<file path="src/rtl/datapath_pkg.sv">
// Shared CPU datapath constants: bus width, register count and function-select codes.
// Imported by the datapath top, its register file and the control logic.
package datapath_pkg;

  localparam int DP_WIDTH = 16;
  localparam int DP_NREG  = 16;
  localparam int DP_AW    = 4;

  localparam logic [3:0] FS_PASSA     = 4'b0000;
  localparam logic [3:0] FS_INC       = 4'b0001;
  localparam logic [3:0] FS_ADD       = 4'b0010;
  localparam logic [3:0] FS_ADDC      = 4'b0011;
  localparam logic [3:0] FS_SUBM1     = 4'b0100;
  localparam logic [3:0] FS_SUB       = 4'b0101;
  localparam logic [3:0] FS_DEC       = 4'b0110;
  localparam logic [3:0] FS_PASSA_ALT = 4'b0111;
  localparam logic [3:0] FS_AND       = 4'b1000;
  localparam logic [3:0] FS_OR        = 4'b1001;
  localparam logic [3:0] FS_XOR       = 4'b1010;
  localparam logic [3:0] FS_NOT       = 4'b1011;
  localparam logic [3:0] FS_PASSB     = 4'b1100;
  localparam logic [3:0] FS_SHR       = 4'b1101;
  localparam logic [3:0] FS_SHL       = 4'b1110;
  localparam logic [3:0] FS_ZERO      = 4'b1111;

  // Only the adder-based codes produce meaningful carry and overflow.
  function automatic logic is_arith(input logic [3:0] fs);
    return (fs >= FS_INC) && (fs <= FS_DEC);
  endfunction

endpackage

</file>
<file path="src/rtl/datapath_register_file.sv">
// 16-entry register file: one synchronous write port, two combinational read ports.
// Write visible on reads after the edge; reset clears every entry asynchronously.
module register_file
  import datapath_pkg::*;
#(
  parameter int WIDTH = DP_WIDTH,
  parameter int NREG  = DP_NREG
) (
  input  logic             i_clk,
  input  logic             i_rst,
  input  logic             i_we,
  input  logic [DP_AW-1:0] i_wa,
  input  logic [WIDTH-1:0] i_wd,
  input  logic [DP_AW-1:0] i_ra_a,
  input  logic [DP_AW-1:0] i_ra_b,
  output logic [WIDTH-1:0] o_rd_a,
  output logic [WIDTH-1:0] o_rd_b
);

  logic [WIDTH-1:0] r_regs [NREG];

  always_ff @(posedge i_clk or posedge i_rst) begin
    if (i_rst) begin
      for (int i = 0; i < NREG; i++) begin
        r_regs[i] <= '0;
      end
    end else if (i_we) begin
      r_regs[i_wa] <= i_wd;
    end
  end

  // No bypass: a same-cycle write is not seen until after the edge.
  assign o_rd_a = r_regs[i_ra_a];
  assign o_rd_b = r_regs[i_ra_b];

endmodule

</file>
<file path="src/rtl/datapath.sv">
// CPU datapath slice: register file, Bus B constant mux, function unit with Z/N/C/V, write-back mux.
// Reads and flags are combinational; register write lands one edge later; no flow control.
module datapath
  import datapath_pkg::*;
#(
  parameter int WIDTH = DP_WIDTH,
  parameter int NREG  = DP_NREG
) (
  input  logic             clk_main,
  input  logic             reset,
  input  logic [3:0]       DR,
  input  logic [3:0]       SA,
  input  logic [3:0]       SB,
  input  logic [3:0]       FS,
  input  logic             MB,
  input  logic             MD,
  input  logic             RW,
  input  logic [WIDTH-1:0] DataIn,
  output logic [WIDTH-1:0] BusA,
  output logic [WIDTH-1:0] BusB,
  output logic [WIDTH-1:0] F,
  output logic             Z,
  output logic             N,
  output logic             C,
  output logic             V
);

  logic [WIDTH-1:0] w_rd_b;
  logic [WIDTH-1:0] w_wd;
  logic [WIDTH-1:0] w_y;
  logic             w_cin;
  logic [WIDTH:0]   w_sum;
  logic             w_arith;
  logic [WIDTH-1:0] w_f;

  register_file #(
    .WIDTH (WIDTH),
    .NREG  (NREG)
  ) u_regs (
    .i_clk  (clk_main),
    .i_rst  (reset),
    .i_we   (RW),
    .i_wa   (DR),
    .i_wd   (w_wd),
    .i_ra_a (SA),
    .i_ra_b (SB),
    .o_rd_a (BusA),
    .o_rd_b (w_rd_b)
  );

  assign BusB = MB ? {{(WIDTH-4){1'b0}}, SB} : w_rd_b;

  // Every arithmetic code is A + y + cin through one shared adder.
  always_comb begin
    w_y   = '0;
    w_cin = 1'b0;
    case (FS)
      FS_INC:   w_cin = 1'b1;
      FS_ADD:   w_y   = BusB;
      FS_ADDC: begin
        w_y   = BusB;
        w_cin = 1'b1;
      end
      FS_SUBM1: w_y   = ~BusB;
      FS_SUB: begin
        w_y   = ~BusB;
        w_cin = 1'b1;
      end
      FS_DEC:   w_y   = '1;
      default: begin
        w_y   = '0;
        w_cin = 1'b0;
      end
    endcase
    w_sum = {1'b0, BusA} + {1'b0, w_y} + {{WIDTH{1'b0}}, w_cin};
  end

  always_comb begin
    w_f = '0;
    case (FS)
      FS_PASSA, FS_PASSA_ALT: w_f = BusA;
      FS_INC, FS_ADD, FS_ADDC,
      FS_SUBM1, FS_SUB, FS_DEC: w_f = w_sum[WIDTH-1:0];
      FS_AND:   w_f = BusA & BusB;
      FS_OR:    w_f = BusA | BusB;
      FS_XOR:   w_f = BusA ^ BusB;
      FS_NOT:   w_f = ~BusA;
      FS_PASSB: w_f = BusB;
      FS_SHR:   w_f = {1'b0, BusB[WIDTH-1:1]};
      FS_SHL:   w_f = {BusB[WIDTH-2:0], 1'b0};
      FS_ZERO:  w_f = '0;
      default:  w_f = '0;
    endcase
  end

  assign w_arith = is_arith(FS);
  assign F       = w_f;
  assign Z       = (w_f == '0);
  assign N       = w_f[WIDTH-1];
  assign C       = w_arith & w_sum[WIDTH];
  assign V       = w_arith & (BusA[WIDTH-1] == w_y[WIDTH-1]) & (w_f[WIDTH-1] != BusA[WIDTH-1]);
  assign w_wd    = MD ? DataIn : w_f;

endmodule

</file>
<file path="config.mk">
export PLATFORM = sky130hd
export DESIGN_NAME = datapath
export DESIGN_NICKNAME = d
export VERILOG_FILES = /design/src/rtl/datapath_pkg.sv /design/src/rtl/datapath_register_file.sv /design/src/rtl/datapath.sv
export SDC_FILE = /design/constraint.sdc
export NUM_CORES = 1
export LEC_CHECK = 0
export BUFFER_PORTS_ARGS = -buffer_cell sky130_fd_sc_hd__buf_2
export CORE_MARGIN = 1
export CORE_UTILIZATION = 40
export CTS_CLUSTER_DIAMETER = 50
export DETAILED_ROUTE_END_ITERATION = 6
export GPL_ROUTABILITY_DRIVEN = 0
export PLACE_DENSITY_LB_ADDON = 0.1
export SYNTH_ARGS = -nofsm -noshare
export SYNTH_HDL_FRONTEND = slang
export SYNTH_SLANG_ARGS = --single-unit
</file>
<file path="constraint.sdc">
create_clock -name clk_main -period 20 [get_ports clk_main]
set_clock_uncertainty 0.2 [all_clocks]
set_input_delay 0 -clock clk_main [delete_from_list [all_inputs] [get_ports clk_main]]
set_output_delay 0 -clock clk_main [all_outputs]
set_load 0.02 [all_outputs]
</file>
Yosys cells after proc, flatten, opt, wreduce, memory -nomap -nowiden
Index checks and enable logic that the tools add are counted.
Storage, ports and cells
  bits of input ports: 37
  register bits: 256
  word-level logic and storage cells: 75
  output and inout port bits: 52
Cells by class
  bitwise gates (word level): 11
  equality and inequality tests: 17
  $lt $le $gt $ge: 6
  add/subtract/negate cells: 2
  reductions and logical operators: 9
  mux-type cells: 14
Operators by type and width (number)
  256-bit bitwise mux: 1
  16-bit case mux with 10 select lines: 1
  16-bit binary-select mux with 4-bit select: 2
  16-bit two-way mux: 7
  16-bit demux with 4-bit select: 1
  16-bit case mux with 3 select lines: 1
  4-bit equality test, second input constant: 8
  16-bit inverter: 2
  16-bit by 16-bit adder with 17-bit output: 1
  17-bit by 1-bit adder with 17-bit output: 1
  16-bit bitwise AND: 1
  4-bit by 3-bit equality test with 1-bit output, second input constant: 4
  16-bit logical NOT: 1
  16-bit OR: 1
  16-bit XOR: 1
  5-bit >= comparator, second input constant: 3
  4-bit inverter with 5-bit output: 3
  4-bit by 2-bit equality test with 1-bit output, second input constant: 2
  2-bit OR reduction: 3
  6-bit OR reduction: 1
  5-bit by 1-bit less-than comparator with 1-bit output, second input constant: 1
  4-bit by 1-bit equality test with 1-bit output, second input constant: 1
  4-bit by 1-bit >= comparator with 1-bit output, second input constant: 1
  4-bit by 3-bit less-or-equal comparator with 1-bit output, second input constant: 1
  7 further kinds: 10

Depth between registers and ports, before layout
  depth after elaboration: 12
  gate-level depth with buffers: 23

Hierarchy
Synthesis repeated with hierarchy kept, for this count alone.
Unflattened totals
  cells, all modules: 1270
  area total of the unflattened synthesis: 16434.5 um^2
By module, submodules not included
  register_file: area each 13377.8 um^2, seq. area each 6406.1 um^2, instances 1, cells each 849
  datapath: area each 3056.7 um^2, seq. area each 0.0 um^2, instances 1, cells each 421

Least setup slack after synthesis
No wires, ideal clock.
  path type: input -> register
  from: input SA[0]
  to: register u_regs.r_regs[142] in the netlist's numbering
  path slack: 14.811 ns
  library setup time: 0.125 ns
  arrival time: 4.864 ns
  cell stages on the path: 19
  path through: buf_4 -> buf_6 -> buf_6 -> mux4_2 -> mux2_2 -> nand2_1 -> o21ai_0 -> fa_1 -> fa_1 -> a21oi_1 -> o22ai_1 -> o211ai_1 -> o21ai_1 -> nand3b_1 -> a21oi_1 -> or4_4 -> mux2_2 -> clkbuf_1 -> mux2_2
On the way
  cells in the longest elaborated chain, start to end: 9
  elaborated cells between the ends (all ways): 13
RTL lines
  start: declaration: line datapath.sv:12  | input logic [3:0] SA,
  4-bit inverter with 5-bit output (not written as such): line datapath_register_file.sv:33  | assign o_rd_a = r_regs[i_ra_a];
  16-bit binary-select mux with 4-bit select: line datapath_register_file.sv:33
  16-bit two-way mux (not written as such) (2 in series): line datapath_register_file.sv:33
  net BusA[0]: line datapath.sv:19  | output logic [WIDTH-1:0] BusA,
  16-bit by 16-bit adder with 17-bit output: line datapath.sv:75  | w_sum = {1'b0, BusA} + {1'b0, w_y} + {{WIDTH{1'b0}}, w_cin};
  17-bit by 1-bit adder with 17-bit output: line datapath.sv:75
  16-bit case mux with 10 select lines: line datapath.sv:80  | case (FS)
  net F[14]: line datapath.sv:21  | output logic [WIDTH-1:0] F,
  16-bit two-way mux: line datapath.sv:102  | assign w_wd = MD ? DataIn : w_f;
  256-bit bitwise mux: line datapath_register_file.sv:28  | r_regs[i_wa] <= i_wd;
  end signal: indexed assignment: line datapath_register_file.sv:28
  end: declaration: line datapath_register_file.sv:20  | logic [WIDTH-1:0] r_regs [NREG];
The timed path passes the listed nets, and every way through them passes these cells. The select of a mux whose other input is x is not followed.
A chain may end at the register's enable or synchronous reset.

Worst setup path after layout
  from: input SA[1]
  to: output Z
On the way
  cells in the longest elaborated chain, start to end: 8
  elaborated cells between the ends (all ways): 12
RTL lines
  4-bit inverter with 5-bit output (not written as such) (*): line datapath_register_file.sv:33
  16-bit binary-select mux with 4-bit select (*): line datapath_register_file.sv:33
  16-bit two-way mux (not written as such) (*) (2 in series): line datapath_register_file.sv:33
  16-bit by 16-bit adder with 17-bit output: line datapath.sv:75
  17-bit by 1-bit adder with 17-bit output: line datapath.sv:75
  16-bit case mux with 10 select lines (*): line datapath.sv:80
  16-bit logical NOT (*): line datapath.sv:98  | assign Z = (w_f == '0);
  end: declaration: line datapath.sv:22  | output logic Z,
Every way passes the cells marked *; elsewhere a longest branch is shown, timed or not. The select of a mux whose other input is x is not followed.

==> results.sh <==
export IMPL_status="finished, violations left"
export IMPL_violations="design-rule violations"
export IMPL_grt_use_met1_pct=39.8
export IMPL_grt_pass1_vias=13000
export IMPL_leakage_nw=8.15
export IMPL_relSlewSlack_pct=25.4
export IMPL_cts_buffer_depth=3
export IMPL_crit_buf_inv=3
export IMPL_num_io_pins=89
export IMPL_core_region_area_um2=41000
export IMPL_tns_ns=0
export IMPL_crit_slowest_cell="buf_4"
export IMPL_area_growth_pct=13.1
export IMPL_grt_busiest_layer="met2"
export IMPL_via_per_inst=6.03
export IMPL_path_clk_slew_ns=0.05
export IMPL_dp_hpwl_um=38600
export IMPL_largest_register_ffs=256
export IMPL_crit_path_start_kind="primary input"
export IMPL_wl_per_cell_um=26.4
export IMPL_total_power_w=0.00213
export IMPL_firstDrtPassIters=7
export IMPL_fin_cells=2241
export IMPL_num_rows=74
export IMPL_diodes=0
export IMPL_finalCritPeriodShare_pct=30.6
export IMPL_path_max_fanout=37
export IMPL_synthCells=1626
export IMPL_grt_usage_pct=28.4
export IMPL_endpoint_kind="output port"
export IMPL_synth_warnings=0
export IMPL_antenna_found_initial=1
export IMPL_postCtsHoldBufs=24
export IMPL_nets=1773
export IMPL_cp_cell_sequence="buf_4 -> buf_4 -> mux4_2 -> mux2_2 -> nand2_1 -> o21ai_0 -> fa_1 -> fa_1 -> a21oi_1 -> o22ai_1 -> o211ai_1 -> xnor2_1 -> a21oi_1 -> a22oi_1 -> or4_1 -> nor4_1 -> and3_1 -> buf_2"
export IMPL_critical_path_max_stage_delay_ns=0.65
export IMPL_crit_required_ns=19.80
export IMPL_via_count=13500
export IMPL_yosysUniqueCellTypes=76
export IMPL_n_fill_cell=3870
export IMPL_synthArstFlopShare_pct=100
export IMPL_grt_use_met3_pct=5.27
export IMPL_die_y_um=206
export IMPL_use_met2_pct=44.5
export IMPL_cts_repair_resized=0
export IMPL_regMostFlops="u_regs.r_regs"
export IMPL_htreeDepth=2
export IMPL_max_slew_worst_pin_slew_ns=1.12
export IMPL_grt_ovfl_total=0
export IMPL_wl_um=59100
export IMPL_cts_root_buffer="clkbuf_16"
export IMPL_crit_type="primary input to output port"
export IMPL_ys_ff_latch=256
export IMPL_rsz0062_at_grt="false"
export IMPL_dieArea_um2=42500
export IMPL_grt_max_degree=114
export IMPL_numCtsBuffers=36
export IMPL_drtAntennaViolNets=0
export IMPL_clock_latency_ns=0.54
export IMPL_syn_avg_cell_area_um2=10.3
export IMPL_hold_path_class="primary input to flop"
export IMPL_placed_cells=2157
export IMPL_syn_num_nets=1712
export IMPL_cap_violations=0
export IMPL_clock_sinks=256
export IMPL_port_buffers=88
export IMPL_cp_arrival_ns=5.93
export IMPL_hold_viol_final=0
export IMPL_largest_registers="u_regs.r_regs: 256 flops"
export IMPL_synthFlopType="dfrtp_1"
export IMPL_layout_drive_gt1_share_pct=24.0
export IMPL_start_util_pct=40.7
export IMPL_finalSetupViolCount=0
export IMPL_synthesis_area_um2=16700
export IMPL_drtIter0Drc=1109
export IMPL_maxClockFrequency_mhz=163
export IMPL_cts_tree="yes"
export IMPL_post_cts_buffers=0
export IMPL_powerDensity_nw_per_um2=113
export IMPL_synth_edf_count=0
export IMPL_grt_pass1_wl_um=87500
export IMPL_slew_violations=0
export IMPL_seq_area_frac_synth_pct=38.4
export IMPL_drc_errors=30
export IMPL_crit_family="compound AO/OA/AOI/OAI gates"
export IMPL_ir_worst_vdd_uv=50.3
export IMPL_die_w_um=206
export IMPL_fin_crit_ns=6.13
==> path summary, 6_finish.rpt <==
kind	endpoint	start	slack, ns	depth (start not counted)
hold reg to reg	u_regs.r_regs[213]	u_regs.r_regs[213]	0.30	2
setup reg to reg	u_regs.r_regs[46]	u_regs.r_regs[80]	14.60	15
hold / removal	u_regs.r_regs[27]	DataIn[11]	0.03	4
min in group asynchronous	u_regs.r_regs[140]	reset	0.56	4
setup / recovery	Z	SA[1]	13.87	18
max in group asynchronous	u_regs.r_regs[84]	reset	16.58	6
==> metrics by stage <==
stage	setup slack (ns)	utilization, %	hold slack [ns]	instance area (um^2)
CTS	13.93	46.0	0.0285	18900
global route	13.66	46.0	0.0692	18900
finish	13.87	46.0	0.0340	18900
global placement	13.98	42.6	0.0135	17500
floorplan	12.76	-	0.0167	16700
detailed placement	13.97	42.6	0.0166	17500
==> worst min-delay path, stage by stage <==
cell and delay, ns:
buf_2 0.08, nand2_1 0.04, o21a_1 0.36, a21oi_1 0.23
==> kinds of logic after synthesis <==
logic type,after synthesis,synth area share (%)
muxes,273,25.7
adders and majority gates,49,3.76
and+or+nand+nor,437,11.4
xor gates and xnor gates,12,0.630
buffers and inverters,180,5.19
AOI/OAI and AO/OA,419,14.9
DFF,256,38.4
==> cell usage after synthesis (all sizes together), types with 7 or more instances <==
cell type / n / area share (%)
dfrtp: 256 / 38
nor2: 176 / 4.0
a21oi: 163 / 4.9
nand2: 154 / 3.5
o21ai: 122 / 3.7
mux4: 113 / 15
mux2: 83 / 5.6
mux2i: 77 / 4.8
buf: 71 / 2.7
clkbuf: 64 / 1.4
ha: 47 / 3.5
inv: 41 / 0.92
a22oi: 24 / 1.1
nand3: 20 / 0.60
a211oi: 18 / 0.81
nor2b: 17 / 0.64
nand2b: 16 / 0.60
nor3: 15 / 0.48
o22ai: 12 / 0.45
o31ai: 11 / 0.49
xnor2: 10 / 0.52
a21o: 8 / 0.36
or3: 8 / 0.30
a221oi: 7 / 0.37
o21a: 7 / 0.31
==> layout by cell type, fill, tap and decap left out, types with 20 or more instances in the layout <==
cell type      netlist  routed
dfrtp_1            256     256
nor2_1             176     167
a21oi_1            163     163
nand2_1            154     153
o21ai_0            117     117
mux4_2             112     112
buf_2               31      84
mux2_2              81      81
mux2i_1             75      74
buf_4               15      50
ha_1                47      47
clkbuf_16            0      37
inv_1               37      36
a22oi_1             24      24
dlygate4sd3_1        0      24
nand3_1             20      20
==> layer usage <==
layer | vias to the layer above | share of wire (%) | routed length, um
met5 | - | 0 | 0
met4 | 0 | 2.7 | 1600
met3 | 97 | 7.5 | 4410
met2 | 503 | 46 | 27100
met1 | 6818 | 44 | 26000
li1 | 6091 | - | -
==> where the power goes <==
part           internal, W  total [W]  leakage [nW]  switching [W]
registers         0.000667   0.000789          3.12       0.000122
clock network     0.000371   0.000615         0.556       0.000244
logic             0.000330   0.000726          4.47       0.000396
==> area by class of cell <==
| cell class | count | area, um^2 | area share [%] |
|---|---|---|---|
| Inverter | 45 | 176 | 0.935 |
| Tap cell | 532 | 666 | 3.53 |
| Multi-Input combinational cell | 1190 | 9450 | 50.1 |
| Clock inverter | 14 | 126 | 0.670 |
| Clock buffer | 46 | 1010 | 5.35 |
| Timing Repair Buffer | 158 | 1040 | 5.49 |
| Sequential cell | 256 | 6410 | 34.0 |
Note: power is estimated with default switching activity, not from simulation.
